`config.mk`:
```
export PLATFORM = sky130hd
export DESIGN_NAME = fetch_stage
export DESIGN_NICKNAME = d
export VERILOG_FILES = /design/src/rtl/fetch_stage.sv
export SDC_FILE = /design/constraint.sdc
export NUM_CORES = 1
export LEC_CHECK = 0
export ABC_AREA = 1
export BUFFER_PORTS_ARGS = -buffer_cell sky130_fd_sc_hd__buf_4
export CAP_MARGIN = 10
export CORE_MARGIN = 10
export CORE_UTILIZATION = 56
export DETAILED_ROUTE_END_ITERATION = 16
export PLACE_DENSITY = 0.87
export RECOVER_POWER = 50
export SYNTH_ARGS = -nofsm -noshare
export SYNTH_HDL_FRONTEND = slang
export SYNTH_SLANG_ARGS = --single-unit
```
`constraint.sdc`:
```
create_clock -name clk -period 3.5 [get_ports clk]
set_input_delay 0 -clock clk [delete_from_list [all_inputs] [get_ports clk]]
set_output_delay 0 -clock clk [all_outputs]
set_load 0.03 [all_outputs]
```
`src/rtl/fetch_stage.sv`:
```
// LC-3b instruction fetch stage.
// Owns the PC, runs the instruction-memory read handshake, and presents
// {instruction, pc, pc+2} to decode through a valid/stall register backed
// by a single-entry buffer. Redirects flush the stage and squash any
// fetch that is still outstanding.
module fetch_stage #(
    parameter logic [15:0] RESET_PC = 16'h0000
) (
    input  logic        clk,
    input  logic        reset,
    output logic        imem_read,
    output logic [15:0] imem_address,
    input  logic        imem_resp,
    input  logic [15:0] imem_rdata,
    input  logic        stall,
    input  logic        redirect,
    input  logic [15:0] redirect_target,
    output logic        if_valid,
    output logic [15:0] if_instruction,
    output logic [15:0] if_pc,
    output logic [15:0] if_pc_plus2
);

    typedef enum logic [1:0] {
        S_REQ   = 2'd0,
        S_DRAIN = 2'd1,
        S_HOLD  = 2'd2
    } state_t;

    state_t      state;
    logic [15:0] pc;
    logic [15:0] pend_target;
    logic [15:0] hold_instr;
    logic [15:0] hold_pc;

    logic        out_free;
    logic        out_consume;
    logic [15:0] tgt;
    logic [15:0] pc_next;

    // Handshake and helper signals derived from current state
    always_comb begin
        out_free     = !if_valid || !stall;
        out_consume  = if_valid && !stall;
        tgt          = redirect_target & 16'hFFFE;
        pc_next      = pc + 16'd2;
        imem_read    = ((state == S_REQ) || (state == S_DRAIN)) && !reset;
        // pc is not advanced while a squashed fetch drains, so it is the held address
        imem_address = pc;
    end

    // Fetch FSM, PC, pending redirect target, skid buffer and IF/ID register
    always_ff @(posedge clk) begin
        if (reset) begin
            state          <= S_REQ;
            pc             <= RESET_PC;
            pend_target    <= '0;
            hold_instr     <= '0;
            hold_pc        <= '0;
            if_valid       <= 1'b0;
            if_instruction <= '0;
            if_pc          <= '0;
            if_pc_plus2    <= '0;
        end else begin
            case (state)
                S_REQ: begin
                    if (redirect) begin
                        if_valid <= 1'b0;
                        if (imem_resp) begin
                            pc <= tgt;
                        end else begin
                            pend_target <= tgt;
                            state       <= S_DRAIN;
                        end
                    end else if (imem_resp) begin
                        pc <= pc_next;
                        if (out_free) begin
                            if_valid       <= 1'b1;
                            if_instruction <= imem_rdata;
                            if_pc          <= pc;
                            if_pc_plus2    <= pc_next;
                        end else begin
                            hold_instr <= imem_rdata;
                            hold_pc    <= pc;
                            state      <= S_HOLD;
                        end
                    end else if (out_consume) begin
                        if_valid <= 1'b0;
                    end
                end
                S_DRAIN: begin
                    // Output was flushed on entry; nothing is loaded while draining
                    if_valid <= 1'b0;
                    if (redirect) begin
                        pend_target <= tgt;
                    end
                    if (imem_resp) begin
                        pc    <= redirect ? tgt : pend_target;
                        state <= S_REQ;
                    end
                end
                S_HOLD: begin
                    if (redirect) begin
                        if_valid <= 1'b0;
                        pc       <= tgt;
                        state    <= S_REQ;
                    end else if (out_free) begin
                        if_valid       <= 1'b1;
                        if_instruction <= hold_instr;
                        if_pc          <= hold_pc;
                        if_pc_plus2    <= hold_pc + 16'd2;
                        state          <= S_REQ;
                    end
                end
                default: begin
                    state <= S_REQ;
                end
            endcase
        end
    end

endmodule

```
==> summary.md <==
| Metric | Value |
|---|---|
| Vias | `6448` |
| Clk slew on worst S/H paths | `0.06 ns` |
| Final wirelength | `18.3 mm` |
| Initial detailed-routing violation count | `865` |
| Seq/Total Area, Yosys | `0.379` |
| Ports | `103` |
| Worst Setup Start Kind | `flip-flop` |
| Flops & latches, synth | `114` |
| Clock power frac | `0.234` |
| Routed len/inst | `16.0 um` |
| Worst Path Required | `3.86 ns` |
| Hold_ws | `0.0402 ns` |
| GR peak layer | `met2` |
| Mean Syn Cell Area | `6.80 sq um` |
| Gpl congestion | `0.945` |
| Mapped Nets | `929` |
| Largest net degree at the start of global routing | `92` |
| IO Port Bufs | `101` |
| Rows | `37` |
| Die Y-Extent | `124 um` |
| Sw Share | `0.481` |
| Unrepaired setup endpoints after global routing | `no` |
| CTS sink cnt | `114` |
| Layout filler cell count | `900` |
| Post-CTS resize count | `0` |
| Die Span X | `124 um` |
| Final period utilization | `0.877` |
| DP Wirelength | `11.3 mm` |
| Reg area | `2280 sq um` |
| Crit. End Element | `flip-flop` |
| Status | `finished with violations` |
| DRC violations left | `0` |
| Core Region | `10400 sq um` |
| Leakage power | `3.01 nW` |
| Die area | `15300 sq um` |
| Initial antenna violation count | `1` |
| Global routing usage on met2 | `0.382` |
| Arrival @ worst endpoint | `3.42 ns` |
| Rel. slew slack | `-0.0167` |
| Worst-case clock buffer depth | `2` |
| Critical path type | `reg2reg` |
| Synth Warn # | `0` |
| H-Tree Depth | `4` |
| Global-route wire length before repair | `29.3 mm` |
| Max Slew Vio Count | `38` |
| Commonest non-fill, non-tap cell in the layout | `nand2_1` |
| Seq pwr share | `0.313` |
| Post-synth cell types | `37` |
| P_int | `0.00348 W` |
| GR Util met3 | `0.0647` |
| Starting Density | `0.578` |
| CTS buffer count | `17` |
| CTS tree | `yes` |
| Grt total ovfl | `0` |
| Clock Root Buffer | `clkbuf_8` |
| Latest clock arrival within the worst-skew pair | `0.53 ns` |
| Worst vdd ir | `809 uV` |
| Period minus WS final | `3.07 ns` |
| # nets final | `1036` |
| Area grow syn2layout | `21.7%` |
| Most frequent cells in the layout | `194 x nand2_1, 114 x dfxtp_1, 110 x nor2_1` |
| DR pass1 iterations | `5` |
| GR Layer Usage met1 | `0.289` |
| Pre-CTS setup slack | `1.10 ns` |
| Fin. Hold Viols | `0` |
| Failing checks | `max-capacitance violations, max-slew violations` |
| Post-synthesis cell area | `6020 sq um` |
| Gr usage total | `0.235` |
| Vias per std cell | `5.65` |
| Setup TNS | `0 ns` |
| Setup Viol. Count Final | `0` |
| Power Dens Cells | `916 nW/um^2` |
| Mapped Cells | `886` |
| Worst Hold Class | `in2reg` |
| Post-route ant nets | `0` |
| Crit-path max FO | `91` |
| Share of cells above drive strength 1 | `0.105` |
| Setup WS post-layout | `0.432 ns` |
| Tightest Pin Transition | `1.53 ns` |
| P_sw | `0.00323 W` |
| Area occupied by multi-input gates | `3100 sq um` |
| Max-cap violations | `1` |
| F_max | `326 MHz` |
| Vias in the first global route | `6026` |
| Combinational share of power | `0.453` |
| Clock Skews | `0.00787 ns` |
[per-stage QoR]
step,cells,area (sq um),util,total power (W)
after detailed placement,1072,6660,0.640,0.00528
final,1142,7330,0.704,0.00671
after global placement,1072,6660,0.640,0.00522
after CTS,1141,7580,0.727,0.00691
after global routing,1142,7330,0.704,0.00711
after floorplan,886,6020,-,0.00437
[area by class of cell]
type	instances	share of cell area
inverter	82	0.0425
tap	136	0.0232
clock buffer	18	0.0570
clock inverter	13	0.0157
timing repair buffer	144	0.127
multi-input combinational	634	0.423
sequential	114	0.311
antenna	1	0.000341
[timing repair]
action	CTS	global route
hold buffers	38	0
hold endpoints to repair	70	0
buffers inserted	0	0
[logic make-up (layout without fill, tap and decap cells)]
| group | count (synthesis) | after routing | synth area share |
|---|---|---|---|
| simple gates | 372 | 372 | 0.257 |
| buf+inv | 138 | 257 | 0.106 |
| fa+ha+maj | 6 | 6 | 0.0125 |
| xor+xnor | 9 | 9 | 0.0143 |
| other cells | 0 | 1 | 0 |
| compound gates | 247 | 247 | 0.231 |
| flops | 114 | 114 | 0.379 |
[Yosys cell counts, drive strengths merged]
cell type | number | area, sq um
buf | 34 | 241
xnor2 | 2 | 25.0
nor2 | 118 | 478
dfxtp | 114 | 2280
a22oi | 1 | 7.51
and2 | 2 | 12.5
nand4 | 8 | 50.1
clkbuf | 22 | 83.8
nor3 | 4 | 20.0
o211ai | 8 | 60.1
a31oi | 35 | 219
o21ai | 134 | 671
o21bai | 2 | 18.8
a211oi | 14 | 150
xor2 | 7 | 61.3
ha | 6 | 75.1
nand2 | 201 | 777
a21oi | 52 | 260
clkinv | 1 | 3.75
o22ai | 1 | 6.26
inv | 81 | 309
nand3 | 39 | 210
[metal layers]
layer	wire (um)	vias up	share of wire
met5	0	-	0
met4	514	0	0.028
met3	1750	51	0.096
met2	8710	317	0.48
met1	7340	2937	0.40
li1	-	3143	-
[power groups by stage]
stage	clock, W	combinational [W]	sequential (W)
6_report	0.00157	0.00304	0.00210
5_1_grt	0.00164	0.00333	0.00214
4_1_cts	0.00157	0.00326	0.00209
3_5_place_dp	0	0.00318	0.00211
3_3_place_gp	0	0.00313	0.00209
2_1_floorplan	0	0.00179	0.00259
[sequential cells by signal, indices dropped and copies added, names as in the netlist]
signal          flops
if_pc              16
imem_address       16
hold_pc            16
state               2
if_instruction     16
if_pc_plus2        15
pend_target        16
hold_instr         16
if_valid            1
[critical path, cell delays in order (launching register included)]
cell	delay (ns)
dfxtp_1	0.38
inv_1	0.09
ha_1	0.28
nand2_2	0.17
nand2_2	0.09
nand2_4	0.11
clkinvlp_4	1.04
o21ai_0	0.65
a31oi_1	0.07
[final timing paths]
path	from	to	slack [ns]	cells after the start
max	state[0]	if_instruction[7]	0.43	8
min	redirect	imem_address[3]	0.04	3
max reg2reg	state[0]	if_instruction[7]	0.43	8
min reg2reg	pend_target[2]	pend_target[2]	0.45	2
Power figures use the tool's default switching activity.
